### src/rtl/sensor_protocol_core.sv
// Request/response protocol engine: decodes 2-byte UART requests, triggers one of
// N_SENSORS DHT11 channels, checks the frame checksum and returns a 1- or 3-byte reply.
module sensor_protocol_core #(
    parameter logic [7:0] ADDRESS     = 8'h00,
    parameter int          N_SENSORS   = 4,
    parameter int          RX_TIMEOUT  = 5_000_000,
    parameter int          DTH_TIMEOUT = 50_000_000
) (
    input  logic                      i_Clock,
    input  logic                      i_Rst_n,
    input  logic [7:0]                i_Rx_Data,
    input  logic                      i_Rx_Done,
    input  logic [40*N_SENSORS-1:0]   i_Dth_Data,
    input  logic [N_SENSORS-1:0]      i_Dth_Done,
    input  logic [N_SENSORS-1:0]      i_Dth_Error,
    input  logic                      i_Tx_Done,
    output logic [7:0]                o_Tx_Data,
    output logic                      o_Tx_Start,
    output logic [N_SENSORS-1:0]      o_Dth_Start,
    output logic                      o_Busy
);

    localparam int RX_TW  = $clog2(RX_TIMEOUT + 1);
    localparam int DTH_TW = $clog2(DTH_TIMEOUT + 1);

    localparam logic [7:0] RESP_OK      = 8'h00;
    localparam logic [7:0] RESP_HUM     = 8'h01;
    localparam logic [7:0] RESP_TEMP    = 8'h02;
    localparam logic [7:0] RESP_DTH_ERR = 8'h1f;
    localparam logic [7:0] RESP_CMD_ERR = 8'h2f;
    localparam logic [7:0] RESP_IDX_ERR = 8'h3f;

    typedef enum logic [2:0] {
        S_IDLE,
        S_RX_SKIP,
        S_RX_CMD,
        S_DECODE,
        S_DTH_START,
        S_DTH_WAIT,
        S_TX_LOAD,
        S_TX_WAIT
    } state_t;

    state_t                 state_reg, state_next;
    logic                   rx_done_prev_reg;
    logic [RX_TW-1:0]       rx_timer_reg, rx_timer_next;
    logic [DTH_TW-1:0]      dth_timer_reg, dth_timer_next;
    logic [7:0]             cmd_reg, cmd_next;
    logic [7:0]             resp_reg [4];
    logic [7:0]             resp_next [4];
    logic [1:0]             resp_len_reg, resp_len_next;
    logic [1:0]             resp_idx_reg, resp_idx_next;
    logic [7:0]             tx_data_reg, tx_data_next;
    logic                   tx_start_reg, tx_start_next;
    logic [N_SENSORS-1:0]   dth_start_reg, dth_start_next;

    logic                   rx_accept;
    logic [39:0]            dth_frame [N_SENSORS];
    logic [N_SENSORS-1:0]   dth_onehot;
    logic [39:0]            sel_frame;
    logic                   sel_done;
    logic                   sel_err;
    logic [7:0]             frame_sum;
    logic                   frame_ok;
    logic                   opcode_ok;
    logic                   index_ok;
    logic                   rx_expired;
    logic                   dth_expired;

    // Only the rising edge of the level-style receive flag counts as a new byte.
    assign rx_accept = i_Rx_Done & ~rx_done_prev_reg;

    generate
        for (genvar gi = 0; gi < N_SENSORS; gi++) begin : g_chan
            assign dth_frame[gi]  = i_Dth_Data[40*gi +: 40];
            assign dth_onehot[gi] = (cmd_reg[7:4] == 4'(gi));
        end
    endgenerate

    always_comb begin
        sel_frame = '0;
        sel_done  = 1'b0;
        sel_err   = 1'b0;
        for (int i = 0; i < N_SENSORS; i++) begin
            if (cmd_reg[7:4] == 4'(i)) begin
                sel_frame = dth_frame[i];
                sel_done  = i_Dth_Done[i];
                sel_err   = i_Dth_Error[i];
            end
        end
    end

    assign frame_sum   = sel_frame[39:32] + sel_frame[31:24] + sel_frame[23:16] + sel_frame[15:8];
    assign frame_ok    = (frame_sum == sel_frame[7:0]);
    assign opcode_ok   = (cmd_reg[3:0] == 4'd3) || (cmd_reg[3:0] == 4'd4) || (cmd_reg[3:0] == 4'd5);
    assign index_ok    = ({28'd0, cmd_reg[7:4]} < 32'(N_SENSORS));
    assign rx_expired  = (rx_timer_reg == RX_TW'(RX_TIMEOUT));
    assign dth_expired = (dth_timer_reg == DTH_TW'(DTH_TIMEOUT));

    always_ff @(posedge i_Clock) begin
        if (!i_Rst_n) begin
            state_reg        <= S_IDLE;
            rx_done_prev_reg <= 1'b0;
            rx_timer_reg     <= '0;
            dth_timer_reg    <= '0;
            cmd_reg          <= '0;
            resp_reg         <= '{default: '0};
            resp_len_reg     <= '0;
            resp_idx_reg     <= '0;
            tx_data_reg      <= '0;
            tx_start_reg     <= 1'b0;
            dth_start_reg    <= '0;
        end else begin
            state_reg        <= state_next;
            rx_done_prev_reg <= i_Rx_Done;
            rx_timer_reg     <= rx_timer_next;
            dth_timer_reg    <= dth_timer_next;
            cmd_reg          <= cmd_next;
            resp_reg         <= resp_next;
            resp_len_reg     <= resp_len_next;
            resp_idx_reg     <= resp_idx_next;
            tx_data_reg      <= tx_data_next;
            tx_start_reg     <= tx_start_next;
            dth_start_reg    <= dth_start_next;
        end
    end

    always_comb begin
        state_next     = state_reg;
        rx_timer_next  = rx_timer_reg;
        dth_timer_next = dth_timer_reg;
        cmd_next       = cmd_reg;
        resp_next      = resp_reg;
        resp_len_next  = resp_len_reg;
        resp_idx_next  = resp_idx_reg;
        tx_data_next   = tx_data_reg;
        tx_start_next  = 1'b0;
        dth_start_next = '0;

        case (state_reg)
            S_IDLE: begin
                rx_timer_next = '0;
                if (rx_accept) begin
                    state_next = (i_Rx_Data == ADDRESS) ? S_RX_CMD : S_RX_SKIP;
                end
            end

            S_RX_SKIP: begin
                if (rx_accept || rx_expired) begin
                    state_next    = S_IDLE;
                    rx_timer_next = '0;
                end else begin
                    rx_timer_next = rx_timer_reg + RX_TW'(1);
                end
            end

            S_RX_CMD: begin
                if (rx_accept) begin
                    cmd_next      = i_Rx_Data;
                    rx_timer_next = '0;
                    state_next    = S_DECODE;
                end else if (rx_expired) begin
                    rx_timer_next = '0;
                    state_next    = S_IDLE;
                end else begin
                    rx_timer_next = rx_timer_reg + RX_TW'(1);
                end
            end

            S_DECODE: begin
                resp_idx_next = '0;
                if (!opcode_ok) begin
                    resp_next[0]  = RESP_CMD_ERR;
                    resp_len_next = 2'd1;
                    state_next    = S_TX_LOAD;
                end else if (!index_ok) begin
                    resp_next[0]  = RESP_IDX_ERR;
                    resp_len_next = 2'd1;
                    state_next    = S_TX_LOAD;
                end else begin
                    state_next    = S_DTH_START;
                end
            end

            S_DTH_START: begin
                dth_start_next = dth_onehot;
                dth_timer_next = '0;
                state_next     = S_DTH_WAIT;
            end

            // Error outranks Done, so a simultaneous Error+Done reports a fault.
            S_DTH_WAIT: begin
                if (sel_err || (sel_done && !frame_ok) || dth_expired) begin
                    resp_next[0]  = RESP_DTH_ERR;
                    resp_len_next = 2'd1;
                    state_next    = S_TX_LOAD;
                end else if (sel_done) begin
                    state_next = S_TX_LOAD;
                    case (cmd_reg[3:0])
                        4'd4: begin
                            resp_next[0]  = RESP_TEMP;
                            resp_next[1]  = sel_frame[23:16];
                            resp_next[2]  = sel_frame[15:8];
                            resp_len_next = 2'd3;
                        end
                        4'd5: begin
                            resp_next[0]  = RESP_HUM;
                            resp_next[1]  = sel_frame[39:32];
                            resp_next[2]  = sel_frame[31:24];
                            resp_len_next = 2'd3;
                        end
                        default: begin
                            resp_next[0]  = RESP_OK;
                            resp_len_next = 2'd1;
                        end
                    endcase
                end else begin
                    dth_timer_next = dth_timer_reg + DTH_TW'(1);
                end
            end

            S_TX_LOAD: begin
                tx_data_next  = resp_reg[resp_idx_reg];
                tx_start_next = 1'b1;
                resp_idx_next = resp_idx_reg + 2'd1;
                state_next    = S_TX_WAIT;
            end

            S_TX_WAIT: begin
                if (i_Tx_Done) begin
                    if (resp_idx_reg < resp_len_reg) begin
                        state_next = S_TX_LOAD;
                    end else begin
                        tx_data_next = '0;
                        state_next   = S_IDLE;
                    end
                end
            end

            default: begin
                state_next = S_IDLE;
            end
        endcase
    end

    assign o_Tx_Data   = tx_data_reg;
    assign o_Tx_Start  = tx_start_reg;
    assign o_Dth_Start = dth_start_reg;
    assign o_Busy      = !((state_reg == S_IDLE) || (state_reg == S_RX_CMD) || (state_reg == S_RX_SKIP));

endmodule

### config.mk
export PLATFORM = sky130hd
export DESIGN_NAME = sensor_protocol_core
export DESIGN_NICKNAME = d
export VERILOG_FILES = /design/src/rtl/sensor_protocol_core.sv
export SDC_FILE = /design/constraint.sdc
export NUM_CORES = 1
export LEC_CHECK = 0
export BUFFER_PORTS_ARGS = -buffer_cell sky130_fd_sc_hd__buf_2
export CAP_MARGIN = 30
export CORE_UTILIZATION = 30
export DETAILED_ROUTE_END_ITERATION = 6
export PLACE_DENSITY = 0.47
export SYNTH_ARGS = -nofsm -noshare
export SYNTH_HDL_FRONTEND = slang
export SYNTH_SLANG_ARGS = --single-unit
### constraint.sdc
create_clock -name i_Clock -period 8.77 [get_ports i_Clock]
set_input_delay 2.1925 -clock i_Clock [delete_from_list [all_inputs] [get_ports i_Clock]]
set_output_delay 2.1925 -clock i_Clock [all_outputs]
set_load 0.02 [all_outputs]
==> out/summary.txt, run 1 <==
Core Area = 21,960 sq um
Clk slew on worst S/H paths = 0.07 ns
Worst endpoint required time = 9.04 ns
GRT overflow = 0
Cell area after synthesis = 6766 sq um
I/O Buffers = 193
Status = complete, no violations
Sequential area share after synthesis = 29.29%
WS Path Type = in2reg
Detailed Route Iter0 Violations = 253
Min Tclk post-route = 6.377 ns
Hold Startpoint = resp_reg[13]
Final Hold Fails = 0
Post-DP HPWL = 15,260 microns
Vias = 5,965
Maxcap violations = 0
Top post-synthesis cells by area = dfxtp_1, mux4_2, nand2_1
Syn. warnings = 0
Htree depth = 3
VDD IR-drop max = 96.98 uV
Period utilization = 72.71%
Met3 GRT Util = 2.418%
Startpoint Class = input port
First-pass GRT wire length = 31,560 microns
Nets = 1,124
Vias per inst = 4.958
Max Clock Freq = 0.1568 GHz
Max FO, Critical Path = 17
Critical path endpoint category = register
Yosys top cell by area = dfxtp_1
Share of cells above drive strength 1 = 29.69%
Critical R2R Launch = cmd_reg[4]
Max FFs per register = 26
Gate Count Post-Synth = 749
Initial antenna violation count = 0
Slew Limit Headroom = 36.21%
Primary FF master, synth = dfxtp_1
Synth cell types = 55
Latest clock arrival within the worst-skew pair = 0.36 ns
Slew Limit Fails = 0
First-pass DRT Iterations = 4
Sum Neg Setup Slack = 0 ns
Setup violators final = 0
Most frequent cell on the critical path = fa_1
Critical Path AT = 6.65 ns
Die width = 152.2 microns
Final WL = 19,420 microns
Largest net degree at the start of global routing = 49
Die H = 152.2 microns
Post-synth EDFFs = 0
# hold bufs at CTS = 0
Post-CTS resize count = 0
Total power = 1.633 mW
M2 GR Usage = 29.82%
Post-layout util = 37.62%
Initial core utilization = 30.81%
Avg Cell Area, Syn = 9.034 sq um
Antenna cells = 0
Total CTS buffers = 9
Clock Path Buffers = 2
Syn Nets = 955
Worst Hold Class = reg2reg
Clk root buf = clkbuf_16
Post-route ant nets = 0
CP Launch Point = i_Dth_Data[145]
Post-CTS Setup Inserts = 0
I/O pin count = 194
Global route hottest layer = met2
Layout area overhead = 22.10%
Crit-path slowest cell = a2111o_1
DRC viols = 0
Worst Tran Pin Value = 0.9546 ns
Synth top area share = 29.29%
Clk_skew = 0.01801 ns
Static Leak = 3.322 nW
Sink Count = 99
Crit path cell chain = buf_2 -> mux4_2 -> nand2_1 -> fa_1 -> fa_1 -> inv_1 -> ha_1 -> inv_1 -> fa_1 -> nor2b_1 -> o211ai_1 -> a21oi_1 -> xnor3_1 -> xnor2_1 -> a2111o_1 -> mux2i_1
Synth async-reset ratio = 0%
Met1 GRT Util = 22.41%
Die area = 23,160 sq um
Power per cell area = 197.7 nW/um^2
Worst path max stage delay = 0.76 ns
Vias in the first global route = 6,078
CTS tree = yes
RSZ-0062 raised after global routing = no
GRT Resource Usage Total = 17.12%
Row Count = 54
Final weighted congestion in routability-driven placement = 0.7717
Routed length per placed instance = 16.14 microns
Post-synthesis register bit count = 99
critical path: cells and delay by family:
family / cells / cell delay (ns)
muxes: 2 / 0.72
adders and majority gates: 4 / 1.48
AOI/OAI and AO/OA: 3 / 1.03
and+or+nand+nor: 2 / 0.29
xor gates and xnor gates: 2 / 0.72
buffers and inverters: 3 / 0.21
kinds of logic after synthesis:
group                      synth area share [%]
and+or+nand+nor                           21.93
adders and majority gates                 6.361
DFF                                       29.29
muxes                                     20.65
AOI/OAI and AO/OA                         10.45
xor gates and xnor gates                  6.620
buffers and inverters                     4.697
metrics by stage:
stage          hold slack, ns  setup slack, ns  cell area [sq um]  cells
2_1_floorplan          0.4377            2.752               6766    749
3_3_place_gp           0.4506            2.152               7940   1186
3_5_place_dp           0.4536            2.039               7948   1187
4_1_cts                0.4629            2.421               8262   1203
5_1_grt                0.4838            2.054               8262   1203
6_report               0.4613            2.393               8262   1203
metal layers:
metal  vias to the layer above  share of wire (%)
met5                         -                  0
met4                         0               0.68
met1                      2782                 48
li1                       3031                  -
met2                       144                 48
met3                         8                3.4
final cells by class:
cell class	count	area [sq um]
clock inverter	7	88.84
fill	2277	13700
sequential	99	1984
tap	280	350.3
clock buffer	9	225.2
timing repair buffer	200	1018
inverter	32	120.1
multi-input combinational	576	4474
cell usage in the layout (no fill, tap or decap), drive strengths merged, types with 2 or more instances in the layout:
master,instances
and4,4
and3,10
or4,5
nand3b,2
ha,12
dfxtp,99
xnor3,2
clkbuf,9
buf,200
xnor2,20
nor3,9
mux4,43
fa,14
and2,9
nand2b,5
nor2,69
nor4,7
xor2,26
o211ai,3
or4b,3
nand2,106
inv,34
nand4,16
o22ai,9
nor3b,4
a211oi,3
mux2,3
nor4b,3
mux2i,38
clkinv,5
o31ai,3
o21ai,37
a31oi,4
a22o,13
nand4b,3
nand3,21
nor2b,8
or2,2
or3,15
a21oi,39
power breakdown:
group,switching [mW],leakage (nW),total (mW),internal (mW)
sequential,0.0267,0.799,0.488,0.461
combinational,0.388,2.37,0.731,0.342
clock,0.209,0.152,0.415,0.206
cells in the mapped netlist, drive strengths merged (12+ instances only):
| master | count |
|---|---|
| fa | 14 |
| clkbuf | 30 |
| a22o | 13 |
| o21ai | 37 |
| inv | 31 |
| nor2 | 69 |
| nand4 | 16 |
| xor2 | 26 |
| xnor2 | 20 |
| buf | 12 |
| dfxtp | 99 |
| or3 | 15 |
| a21oi | 39 |
| ha | 12 |
| nand2 | 106 |
| mux2i | 38 |
| nand3 | 21 |
| mux4 | 43 |
final timing paths:
path	slack, ns	depth (start not counted)	to
worst max-delay path	2.39	16	resp_reg[16]
worst min-delay path	0.46	2	resp_reg[13]
worst max register to register	3.03	16	resp_reg[16]
worst min register to register	0.46	2	resp_reg[13]
No activity file was read; power rests on OpenSTA's default activity.
==> run 2: changes to the inputs <==
Settings changed: PLACE_DENSITY 0.47 to 0.49.
Clock period 8.77 ns to 5.1 ns, I/O delays scaled along.
==> out/summary.txt, run 2 (synthesized netlist as in run 1, its figures left out) <==
Die width = 152.2 microns (unchanged)
Hold WS = 0.4599 ns (was 0.4613 ns)
Vias = 6,086 (was 5,965)
Cells after DPL = 1,208 (was 1,187)
Final non-filler cell total = 1,226 (was 1,203)
Vias per inst = 4.964 (was 4.958)
WS Path Type = in2reg (unchanged)
Clk_skew = 0.01374 ns (was 0.01801 ns)
Period utilization = 96.20%
Most frequent cells in the layout = buf_2, nand2_1, dfxtp_1 (unchanged)
Maxcap violations = 0 (unchanged)
Most frequent cell on the critical path = fa_1 (unchanged)
Detailed Route Iter0 Violations = 256 (was 253)
Clk root buf = clkbuf_16 (unchanged)
Register area = 1984 sq um (unchanged)
I/O Buffers = 193 (unchanged)
Startpoint Class = input port (unchanged)
Share of cells above drive strength 1 = 32.06% (was 29.69%)
Setup violators final = 0 (unchanged)
Sink Count = 99 (unchanged)
Critical R2R Launch = cmd_reg[4] (unchanged)
Critical path endpoint category = register (unchanged)
CTS tree = yes (unchanged)
Layout area overhead = 25.44% (was 22.10%)
Initial antenna violation count = 1 (was 0)
Final weighted congestion in routability-driven placement = 0.8449 (was 0.7717)
# hold bufs at CTS = 0 (unchanged)
Slew Limit Headroom = 36.64% (was 36.21%)
Static Leak = 3.463 nW (was 3.322 nW)
Power per cell area = 356.2 nW/um^2 (was 197.7 nW/um^2)
First-pass GRT wire length = 31,750 microns (was 31,560 microns)
Largest net degree at the start of global routing = 46 (was 49)
Die area = 23,160 sq um (unchanged)
Clock Path Buffers = 2 (unchanged)
Critical Path AT = 5.14 ns (was 6.65 ns)
GRT Resource Usage Total = 17.22% (was 17.12%)
Clk slew on worst S/H paths = 0.07 ns (about the same)
Max FO, Critical Path = 17 (unchanged)
Nets = 1,146 (was 1,124)
First-pass DRT Iterations = 5 (was 4)
GRT overflow = 0 (unchanged)
Max Clock Freq = 0.2038 GHz
Worst endpoint required time = 5.34 ns (was 9.04 ns)
Max FFs per register = 26 (unchanged)
Latest clock arrival within the worst-skew pair = 0.36 ns (about the same)
Routed length per placed instance = 15.74 microns (was 16.14 microns)
Crit path cell chain = buf_2 -> mux4_2 -> nand2_1 -> fa_1 -> inv_1 -> fa_1 -> ha_1 -> a21o_1 -> a21oi_1 -> buf_4 -> xor2_1 -> nand3_1 -> a2111o_1 -> buf_12 -> mux2i_1 (was buf_2 -> mux4_2 -> nand2_1 -> fa_1 -> fa_1 -> inv_1 -> ha_1 -> inv_1 -> fa_1 -> nor2b_1 -> o211ai_1 -> a21oi_1 -> xnor3_1 -> xnor2_1 -> a2111o_1 -> mux2i_1)
Slew Limit Fails = 0 (unchanged)
Crit-path slowest cell = a2111o_1 (unchanged)
Multi-input gate area = 4522 sq um (was 4474 sq um)
Total CTS buffers = 9 (unchanged)
Worst Tran Pin Value = 0.9480 ns (was 0.9546 ns)
Commonest non-fill, non-tap cell in the layout = buf_2 (unchanged)
Row Count = 54 (unchanged)
Total power = 3.024 mW (was 1.633 mW)
Worst Hold Class = reg2reg (unchanged)
Vias in the first global route = 6,239 (was 6,078)
I/O pin count = 194 (unchanged)
Htree depth = 3 (unchanged)
Die H = 152.2 microns (unchanged)
Min Tclk post-route = 4.906 ns
Filler cells = 2,258 (was 2,277)
Post-DP HPWL = 15,640 microns (was 15,260 microns)
Post-route ant nets = 0 (unchanged)
Sum Neg Setup Slack = 0 ns (unchanged)
DRC viols = 0 (unchanged)
Status = complete, no violations (unchanged)
VDD IR-drop max = 189.3 uV (was 96.98 uV)
CP Launch Point = i_Dth_Data[146] (was i_Dth_Data[145])
Worst path max stage delay = 0.49 ns (was 0.76 ns)
Initial core utilization = 30.81% (unchanged)
Core Area = 21,960 sq um (unchanged)
Final Hold Fails = 0 (unchanged)
Final WL = 19,300 microns (was 19,420 microns)
Hold Startpoint = resp_reg[18] (was resp_reg[13])
-- run 2: final cells by class --
cell class | count | share of cell area, %
clock inverter | 7 | 0.8844
inverter | 32 | 1.415
antenna | 1 | 0.02948
multi-input combinational | 576 | 53.27
timing repair buffer | 222 | 14.24
tap | 280 | 4.127
sequential | 99 | 23.38
clock buffer | 9 | 2.653
-- run 2: per-stage QoR --
step	area [sq um]	setup WS, ns	util (%)
finish	8488	0.1939	38.66
global route	8488	-0.02298	38.66
CTS	8437	0.1317	38.42
detailed placement	8137	-0.2324	37.05
global placement	8129	-0.2087	37.02
floorplan	6773	0.01668	-
-- run 2: path summary, 6_finish.rpt --
kind | endpoint | slack (ns) | cells past startpoint
worst max-delay path | resp_reg[11] | 0.19 | 15
worst min-delay path | resp_reg[18] | 0.46 | 2
worst max register to register | resp_reg[11] | 0.32 | 15
worst min register to register | resp_reg[18] | 0.46 | 2
-- run 2: layer usage --
metal / vias to the layer above / track usage, % / part of all wire, %
li1: 3079 / - / -
met1: 2828 / 21.55 / 45
met2: 161 / 29.84 / 49
met3: 18 / 2.247 / 3.5
met4: 0 / 7.094 / 2.7
met5: - / 0 / 0
-- run 2: worst max-delay path, delay by kind of cell --
family | cells | cell delay, ns
adders and majority gates | 3 | 1.18
and+or+nand+nor | 2 | 0.36
buffers and inverters | 4 | 0.53
AOI/OAI and AO/OA | 3 | 0.92
xor gates and xnor gates | 1 | 0.29
muxes | 2 | 0.57
-- run 2: repair_timing --
action / in CTS / in global routing
endpoints found under the setup margin: 0 / 21
buffers inserted: 0 / 1
resized for setup: 0 / 8
-- run 2: power breakdown --
part           total, mW  internal (mW)  switching [mW]  leakage [nW]
Sequential         0.842          0.794          0.0483         0.799
Combinational       1.48          0.739           0.745          2.51
Clock              0.698          0.385           0.313         0.151
==> run 3: changes to the inputs <==
Clock period 5.1 ns to 4.3 ns, I/O delays scaled along.
==> out/summary.txt, run 3 (synthesized netlist as in run 1, its figures left out) <==
Max FO, Critical Path = 17 (unchanged)
Critical path endpoint category = register (unchanged)
GRT overflow = 0 (unchanged)
First-pass DRT Iterations = 6 (was 5)
Post-DP HPWL = 15,770 microns (was 15,640 microns)
First-pass GRT wire length = 32,270 microns (was 31,750 microns)
Clk root buf = clkbuf_16 (unchanged)
CP bufs+invs = 4 (unchanged)
Final weighted congestion in routability-driven placement = 0.8750 (was 0.8449)
Failing checks = DRC, setup timing
Most frequent cell on the critical path = fa_1 (unchanged)
Die H = 152.2 microns (unchanged)
Static Leak = 3.565 nW (was 3.463 nW)
Final WL = 19,670 microns (was 19,300 microns)
Clk slew on worst S/H paths = 0.07 ns (about the same)
Setup violators final = 21 (was 0)
CTS tree = yes (unchanged)
Critical Path AT = 4.86 ns (was 5.14 ns)
Worst path max stage delay = 0.50 ns (was 0.49 ns)
Clk_skew = 0.005985 ns (was 0.01374 ns)
# hold bufs at CTS = 0 (unchanged)
Slew Limit Headroom = 39.67% (was 36.64%)
Maxcap violations = 0 (unchanged)
Die width = 152.2 microns (unchanged)
Crit-path slowest cell = fa_1 (was a2111o_1)
Status = finished, violations left (was complete, no violations)
RSZ-0062 raised after global routing = yes
Max Clock Freq = 0.2161 GHz
Post-route ant nets = 0 (unchanged)
Share of cells above drive strength 1 = 33.99% (was 32.06%)
Routed length per placed instance = 15.82 microns (was 15.74 microns)
Setup WS pre-CTS = -0.6960 ns (was -0.2324 ns)
Initial core utilization = 30.81% (unchanged)
Core Area = 21,960 sq um (unchanged)
Vias per inst = 5.003 (was 4.964)
Worst endpoint required time = 4.54 ns (was 5.34 ns)
Htree depth = 3 (unchanged)
Layout area overhead = 28.68% (was 25.44%)
Max FFs per register = 26 (unchanged)
WS Path Type = in2reg (unchanged)
Final setup margin = -0.3265 ns (was 0.1939 ns)
Min Tclk post-route = 4.627 ns
Final Hold Fails = 0 (unchanged)
Vias in the first global route = 6,394 (was 6,239)
Sink Count = 99 (unchanged)
Worst Hold Class = reg2reg (unchanged)
Clock Path Buffers = 2 (unchanged)
Largest net degree at the start of global routing = 45 (was 46)
GRT Resource Usage Total = 17.46% (was 17.22%)
Period utilization = 107.6%
Detailed Route Iter0 Violations = 245 (was 256)
Nets = 1,163 (was 1,146)
Latest clock arrival within the worst-skew pair = 0.35 ns (was 0.36 ns)
Row Count = 54 (unchanged)
Initial antenna violation count = 2 (was 1)
Most frequent cells in the layout = buf_2, nand2_1, dfxtp_1 (unchanged)
Commonest non-fill, non-tap cell in the layout = buf_2 (unchanged)
Total CTS buffers = 9 (unchanged)
Vias = 6,219 (was 6,086)
Crit path cell chain = buf_2 -> mux4_2 -> nand2_2 -> fa_1 -> fa_1 -> inv_1 -> ha_2 -> buf_4 -> a21o_1 -> a21oi_2 -> xnor3_1 -> nor3_1 -> o21ai_2 -> a2111o_1 -> buf_12 -> mux2i_1 (was buf_2 -> mux4_2 -> nand2_1 -> fa_1 -> inv_1 -> fa_1 -> ha_1 -> a21o_1 -> a21oi_1 -> buf_4 -> xor2_1 -> nand3_1 -> a2111o_1 -> buf_12 -> mux2i_1)
Startpoint Class = input port (unchanged)
Cell family with most CP delay = adder cells (unchanged)
VDD IR-drop max = 228.5 uV (was 189.3 uV)
Power per cell area = 420.0 nW/um^2 (was 356.2 nW/um^2)
Total power = 3.657 mW (was 3.024 mW)
I/O Buffers = 193 (unchanged)
DRC viols = 1 (was 0)
Post-layout util = 39.65% (was 38.66%)
Die area = 23,160 sq um (unchanged)
Worst Tran Pin Value = 0.9027 ns (was 0.9480 ns)
I/O pin count = 194 (unchanged)
Slew Limit Fails = 0 (unchanged)
run 3: final cells by class:
class	instances	area [sq um]
clock inverters	7	91.34
repair buffers	239	1399
well taps	280	350.3
diodes	1	2.502
fillers	2256	13250
inverters	32	120.1
clock buffers	9	225.2
flip-flops and latches	99	1984
multi-input cells	576	4534
run 3: worst register-to-register path, cell delays in order, from the launching register on:
cell and delay, ns:
dfxtp_2 0.35, buf_12 0.18, buf_4 0.15, mux4_2 0.50, nand2_1 0.12, fa_1 0.41
inv_1 0.08, fa_1 0.43, ha_1 0.30, a21o_1 0.16, a21oi_2 0.24, xnor3_1 0.35
nor3_1 0.20, o21ai_2 0.11, a2111o_1 0.42, buf_12 0.18, mux2i_1 0.14
run 3: worst paths after layout:
kind | from | endpoint | slack [ns] | depth (start not counted)
hold reg to reg | resp_reg[14] | resp_reg[14] | 0.46 | 2
hold / removal | resp_reg[14] | resp_reg[14] | 0.46 | 2
setup / recovery | i_Dth_Data[97] | resp_reg[17] | -0.33 | 16
setup reg to reg | cmd_reg[4] | resp_reg[17] | -0.14 | 16
run 3: routing by layer:
metal  routed length (microns)  vias up  global-route usage, %
li1                          -     3106                      -
met1                      8609     2940                  21.17
met2                      9910      151                  31.14
met3                       687       20                  2.418
met4                       445        2                  6.948
met5                        13        -                      0
run 3: timing repair:
action | 4_1_cts | 5_1_grt
gates resized for setup | 10 | 7
pin swaps | 2 | 2
setup endpoints to repair | 21 | 21
setup buffers | 2 | 2
hold endpoints to repair | 0 | 0
run 3: stage by stage:
stage	hold WS [ns]	area (sq um)	cells	setup TNS, ns
3_5_place_dp	0.4516	8278	1222	-13.89
4_1_cts	0.4620	8646	1240	-5.154
6_report	0.4612	8707	1243	-5.978
2_1_floorplan	0.4377	6792	749	-6.671
5_1_grt	0.4769	8707	1243	-10.29
3_3_place_gp	0.4454	8278	1222	-13.04
run 3: power by group:
part           internal [mW]  switching (mW)
registers              0.941          0.0428
clock network          0.509           0.362
logic                  0.894           0.908
